==> config.mk <==
export PLATFORM = sky130hd
export DESIGN_NAME = unflatten_streamer
export DESIGN_NICKNAME = d
export VERILOG_FILES = /design/src/rtl/unflatten_streamer_pkg.sv /design/src/rtl/unflatten_beat_mux.sv /design/src/rtl/unflatten_streamer.sv
export SDC_FILE = /design/constraint.sdc
export NUM_CORES = 1
export LEC_CHECK = 0
export BUFFER_PORTS_ARGS = -buffer_cell sky130_fd_sc_hd__buf_2
export CAP_MARGIN = 20
export CORE_AREA = 2 2 306 308
export CTS_BUF_LIST = sky130_fd_sc_hd__clkbuf_4
export CTS_CLUSTER_SIZE = 25
export DETAILED_ROUTE_END_ITERATION = 8
export DIE_AREA = 0 0 308 310
export SKIP_LAST_GASP = 1
export SYNTH_ARGS = -nofsm -noshare
export SYNTH_HDL_FRONTEND = slang
export SYNTH_HIERARCHICAL = 1
export SYNTH_SLANG_ARGS = --single-unit
==> constraint.sdc <==
create_clock -name clk_i -period 4.9 [get_ports clk_i]
set_input_delay 1.225 -clock clk_i [delete_from_list [all_inputs] [get_ports clk_i]]
set_output_delay 1.225 -clock clk_i [all_outputs]
set_load 0.02 [all_outputs]
==> src/rtl/unflatten_streamer_pkg.sv <==
// Shared constants and FSM state type for the unflatten streamer.
package unflatten_streamer_pkg;

    localparam int unsigned FEATURE_MAP_RESOLUTION = 16;
    localparam int unsigned FEATURE_MAP_ADDRWIDE   = 8;
    localparam int unsigned DENSE_WEIGHTS_ADDRWIDE = 12;

    typedef enum logic [1:0] {
        IDLE   = 2'd0,
        STREAM = 2'd1,
        DONE   = 2'd2
    } unflatten_state_t;

endpackage

==> src/rtl/unflatten_beat_mux.sv <==
// Combinational slice selector: picks the OUT_D channels of one pixel from the
// buffered flat vector, or zeros when disabled.
module unflatten_beat_mux
    import unflatten_streamer_pkg::*;
#(
    parameter int unsigned OUT_D           = 8,
    parameter int unsigned FLATTEN_IN_SIZE = 40
) (
    input  logic [FEATURE_MAP_RESOLUTION-1:0] vec  [0:FLATTEN_IN_SIZE-1],
    input  logic [FEATURE_MAP_ADDRWIDE-1:0]   pixel,
    input  logic                              en,
    output logic [FEATURE_MAP_RESOLUTION-1:0] beat [0:OUT_D-1]
);

    localparam int unsigned DW = DENSE_WEIGHTS_ADDRWIDE;
    localparam int unsigned IW = (FLATTEN_IN_SIZE > 1) ? $clog2(FLATTEN_IN_SIZE) : 1;

    // Element index p*OUT_D + c, computed at full dense-address width.
    function automatic logic [DW-1:0] elem_idx(input logic [FEATURE_MAP_ADDRWIDE-1:0] p,
                                               input int unsigned c);
        return DW'(p) * DW'(OUT_D) + DW'(c);
    endfunction

    always_comb begin
        for (int unsigned c = 0; c < OUT_D; c++) begin
            beat[c] = '0;
            if (en && (elem_idx(pixel, c) < DW'(FLATTEN_IN_SIZE))) begin
                beat[c] = vec[IW'(elem_idx(pixel, c))];
            end
        end
    end

endmodule

==> src/rtl/unflatten_streamer.sv <==
// Buffers one flattened vector and replays it as one OUT_D-channel beat per pixel.
// Optional macro UNFLATTEN_LAST_EN adds feature_out_last_o on the final beat.
module unflatten_streamer
    import unflatten_streamer_pkg::*;
#(
    parameter int unsigned OUT_D           = 8,
    parameter int unsigned OUT_H           = 5,
    parameter int unsigned OUT_W           = 1,
    parameter int unsigned OUT_WXH         = OUT_H * OUT_W,
    parameter int unsigned FLATTEN_IN_SIZE = OUT_WXH * OUT_D
) (
    input  logic                              clk_i,
    input  logic                              rst_ni,
    input  logic                              flatten_valid_i,
    input  logic [FEATURE_MAP_RESOLUTION-1:0] flatten_data_i [0:FLATTEN_IN_SIZE-1],
    output logic                              flatten_ready_o,
    output logic                              feature_out_valid_o,
    output logic [FEATURE_MAP_RESOLUTION-1:0] feature_out_data_o [0:OUT_D-1],
    output logic [FEATURE_MAP_ADDRWIDE-1:0]   feature_out_addr_o,
    input  logic                              feature_out_ready_i,
`ifdef UNFLATTEN_LAST_EN
    output logic                              feature_out_last_o,
`endif
    output logic                              done_o
);

    localparam int unsigned AW = FEATURE_MAP_ADDRWIDE;
    localparam logic [AW-1:0] LAST_PIX = AW'(OUT_WXH - 1);

    if (OUT_WXH > (32'd1 << FEATURE_MAP_ADDRWIDE)) begin : g_addr_chk
        $error("OUT_WXH exceeds the pixel address range");
    end
    if ((FLATTEN_IN_SIZE - 1) >= (32'd1 << DENSE_WEIGHTS_ADDRWIDE)) begin : g_idx_chk
        $error("FLATTEN_IN_SIZE exceeds the slice index range");
    end

    unflatten_state_t state_q, state_n;
    logic [AW-1:0] cnt_q, cnt_n;
    logic [FEATURE_MAP_RESOLUTION-1:0] buf_q [0:FLATTEN_IN_SIZE-1];
    logic [FEATURE_MAP_RESOLUTION-1:0] buf_n [0:FLATTEN_IN_SIZE-1];
    logic [FEATURE_MAP_RESOLUTION-1:0] beat_n [0:OUT_D-1];
    logic ready_n, valid_n, done_n, last_n, last_q;
    logic [AW-1:0] addr_n;

    // Next state plus next registered outputs, derived from the upcoming state.
    always_comb begin
        state_n = state_q;
        cnt_n   = cnt_q;
        buf_n   = buf_q;
        unique case (state_q)
            IDLE: begin
                if (flatten_valid_i && flatten_ready_o) begin
                    buf_n   = flatten_data_i;
                    cnt_n   = '0;
                    state_n = STREAM;
                end
            end
            STREAM: begin
                if (feature_out_valid_o && feature_out_ready_i) begin
                    if (cnt_q == LAST_PIX) state_n = DONE;
                    else                   cnt_n   = cnt_q + AW'(1);
                end
            end
            DONE:    state_n = IDLE;
            default: state_n = IDLE;
        endcase
        ready_n = (state_n == IDLE);
        valid_n = (state_n == STREAM);
        done_n  = (state_n == DONE);
        addr_n  = valid_n ? cnt_n : '0;
        last_n  = valid_n && (cnt_n == LAST_PIX);
    end

    unflatten_beat_mux #(
        .OUT_D           (OUT_D),
        .FLATTEN_IN_SIZE (FLATTEN_IN_SIZE)
    ) u_beat_mux (
        .vec   (buf_n),
        .pixel (cnt_n),
        .en    (valid_n),
        .beat  (beat_n)
    );

    always_ff @(posedge clk_i) begin
        if (!rst_ni) begin
            state_q             <= IDLE;
            cnt_q               <= '0;
            flatten_ready_o     <= 1'b0;
            feature_out_valid_o <= 1'b0;
            feature_out_addr_o  <= '0;
            feature_out_data_o  <= '{default: '0};
            done_o              <= 1'b0;
            last_q              <= 1'b0;
        end else begin
            state_q             <= state_n;
            cnt_q               <= cnt_n;
            flatten_ready_o     <= ready_n;
            feature_out_valid_o <= valid_n;
            feature_out_addr_o  <= addr_n;
            feature_out_data_o  <= beat_n;
            done_o              <= done_n;
            last_q              <= last_n;
        end
    end

    // Vector buffer keeps its contents through reset.
    always_ff @(posedge clk_i) begin
        buf_q <= buf_n;
    end

`ifdef UNFLATTEN_LAST_EN
    assign feature_out_last_o = last_q;
`else
    logic unused_last;
    assign unused_last = last_q;
`endif

endmodule

==> summary.md <==
| Metric | Value |
|---|---|
| Reg-to-reg slack, setup | `1410 ps` |
| FF-to-FF path depth | `11` |
| Post-Synthesis Cells | `3,806` |
| Final Net Count | `5,237` |
| Synth unique cells | `42` |
| Tmin final | `about 3500 ps` |
| Leakage | `~19 nW` |
| CTS Hold Buffers Added | `0` |
| Worst-path fanout max | `80` |
| Post-CTS setup buffer count | `0` |
| Final WS setup | `1410 ps` |
| Status | `finished, final reports clean` |
| Largest net degree at the start of global routing | `173` |
| Post-Route WL | `101,000 um` |
| Wire per inst | `around 17 um` |
| Max-Cap Viols | `0` |
| Endpoint class of the critical path | `register` |
| Fin. Hold Viols | `0` |
| Most frequent cells in the layout | `nand2_1 (2,058), dfxtp_1 (789), buf_2 (781), clkbuf_4 (306), mux2_2 (255)` |
| Initial Utilization | `33.0%` |
| Setup slack at placement | `a little over 1000 ps` |
| Worst EP arrival | `4460 ps` |
| Clk buf depth | `3` |
| Peak supply drop | `0.000211 V` |
| Kind of critical path | `register to register` |
| RR Endpoint | `feature_out_data_o[99]$_SDFF_PN0_` |
| Share of post-route cells with drive strength above 1 | `29.9%` |
| Post-layout instance area | `approximately 38,000 um2` |
| Top_reg_cell synth | `dfxtp_1` |
| Hold path startpoint | `flatten_data_i[112]` |
| Clock-pin slew on the worst setup and hold paths | `70 ps` |
| Initial antenna violation count | `24` |
| RSZ-0062 raised after global routing | `no` |
| Core box area | `92,500 um2` |
| Worst Path Required | `5860 ps` |
| CTS Buf Count | `between 200 and 250` |
| Most common cell after layout, fill and taps aside | `nand2_1` |
| Drc violations | `0` |
| Worst skew pair latency | `1140 ps` |
| Iteration-0 DRC Markers | `1,801` |
| Via density | `roughly 4.6` |
| Hpwl dp | `about 70,000 um` |
| Post-synth ARST share | `0%` |
| CTS resizes | `0` |
| Setup TNS | `0 ps` |
| Power per cell area | `447 nW/um2` |
| Layout area overhead | `24.5%` |
| First-pass GRT wire length | `between 100,000 and 150,000 um` |
| Tot GR Track Use | `20.3%` |
| H-Tree Level Count | `4` |
| Synthesized area | `30,600 um2` |
| Slew Viols, Final | `0` |
| CTS Sinks | `789` |
| Final ANT Viol Nets | `0` |
| DIE AREA | `95,500 um2` |
| Number of global-route vias before repair | `~27,000` |
| Syn nets | `4,452` |
| Dpl cell area | `35,300 um2` |
| Total gr overflow | `0` |
| Num rows | `112` |
| CTS Root Cell | `clkbuf_4` |
| Avg Cell Area, Syn | `8.03 um2` |
| CTS tree | `done` |
| Seq/Total Area, Yosys | `51.7%` |
| Ys Warns | `6` |
| Hold Path Stages | `3` |
| Hold path endpoint | `buf_q[112]$_DFF_P_` |
| Vias | `27,500` |
| Slew margin rel. | `35.6%` |
| Worst slew pin tran | `about 970 ps` |
| F_max | `286 MHz` |
| Setup Viol. Count Final | `0` |
| DIE HEIGHT | `310 um` |
| Crit Reg-Reg Startpoint | `cnt_q[0]$_SDFF_PN0_` |
| Die X | `around 310 um` |
| Post-synth EDFFs | `0` |
| Routability-driven placement congestion ratio | `0.880` |
| Clk_skew | `61.4 ps` |
| Num ports | `783` |
| #FFs+latches synth | `789` |
| Drt pass-1 iters | `5` |
| Layout fillers | `9,631` |
| PortBufs | `782` |
| Fin crit share | `71.3%` |
| Crit start category | `register` |
| HP Class | `input port to register` |
==> metrics by stage <==
stage	hold slack, ps	util (%)	total power [mW]	instances
global route	148	41.1	18.1	5952
floorplan	413	-	10.3	3806
global placement	423	38.2	11.2	5583
CTS	177	41.1	17.2	5933
detailed placement	427	38.2	11.3	5583
finish	291	41.1	17.0	5955
==> power by group <==
group	internal, mW	switching (mW)
logic	1.30	1.80
registers	7.74	0.326
clock network	3.15	2.69
==> final cells by class <==
cell class / instances / area, um2 / share of cell area (%)
Timing Repair Buffer: 822 / 4440 / 11.7
Clock buffer: 306 / 2300 / 6.04
Multi-Input combinational cell: 2768 / 13600 / 35.7
Antenna cell: 22 / 55.1 / 0.145
Tap cell: 1197 / 1500 / 3.94
Sequential cell: 789 / 15800 / 41.5
Inverter: 7 / 26.3 / 0.0691
Clock inverter: 44 / 359 / 0.944
==> synthesized netlist by cell type, types with 2 or more instances <==
master | count | area (um2)
mux2i_1 | 2 | 20.0
and2_1 | 134 | 838
nand4_1 | 2 | 12.5
buf_4 | 18 | 135
mux2_2 | 255 | 2870
o211ai_1 | 3 | 22.5
nand2_1 | 2058 | 7720
clkbuf_1 | 82 | 308
ha_1 | 2 | 25.0
or4_1 | 2 | 15.0
buf_2 | 110 | 551
a21oi_1 | 135 | 676
inv_1 | 7 | 26.3
buf_1 | 17 | 63.8
nor2_1 | 7 | 26.3
nor4_1 | 2 | 12.5
o21ai_0 | 3 | 15.0
buf_6 | 15 | 169
dfxtp_1 | 789 | 15800
a22oi_1 | 127 | 953
a31oi_1 | 4 | 25.0
nor2b_1 | 7 | 43.8
nor3b_2 | 2 | 25.0
nand3_1 | 5 | 25.0
==> worst max-delay path, cell delays in order (launching register included) <==
cell and delay (ps):
dfxtp_1 490, inv_1 80, ha_1 200, nor4b_4 140, a211oi_2 390, mux2i_4 340
buf_12 280, buf_12 390, mux2_2 400, a22oi_1 190, a21oi_1 90, and2_1 180
==> registers in the layout, summed over array words and instances (netlist names) <==
signal               cells
cnt_q                    8
feature_out_addr_o       8
feature_out_data_o     128
feature_out_valid_o      1
buf_q                  640
flatten_ready_o          1
state_q                  2
done_o                   1
==> worst max-delay path by stage <==
stage	start	endpoint	slack, ps	cells past startpoint
2_1_floorplan	feature_out_ready_i	feature_out_data_o[10]$_SDFF_PN0_	1810	10
3_3_place_gp	feature_out_ready_i	feature_out_data_o[26]$_SDFF_PN0_	1050	10
3_5_place_dp	feature_out_ready_i	feature_out_data_o[19]$_SDFF_PN0_	1020	10
4_1_cts	cnt_q[0]$_SDFF_PN0_	feature_out_data_o[99]$_SDFF_PN0_	1490	11
5_1_grt	cnt_q[0]$_SDFF_PN0_	feature_out_data_o[17]$_SDFF_PN0_	1280	11
6_report	cnt_q[0]$_SDFF_PN0_	feature_out_data_o[99]$_SDFF_PN0_	1410	11
==> cells by family after synthesis <==
group / Yosys count / synth area share [%]
adders and majority gates: 2 / 0.0819
and+or+nand+nor: 2229 / 28.9
AOI/OAI and AO/OA: 278 / 5.73
DFF: 789 / 51.7
buffers and inverters: 249 / 4.10
xor gates and xnor gates: 1 / 0.0287
muxes: 258 / 9.51
==> routing by layer <==
metal / routed length [um] / part of all wire, % / GRT usage, %
met1: 43800 / 43 / 25.3
met2: 47100 / 47 / 33.0
met3: 6970 / 6.9 / 5.26
met4: 3220 / 3.2 / 9.37
met5: 104 / 0.10 / 0
No activity file was read; power rests on OpenSTA's default activity.
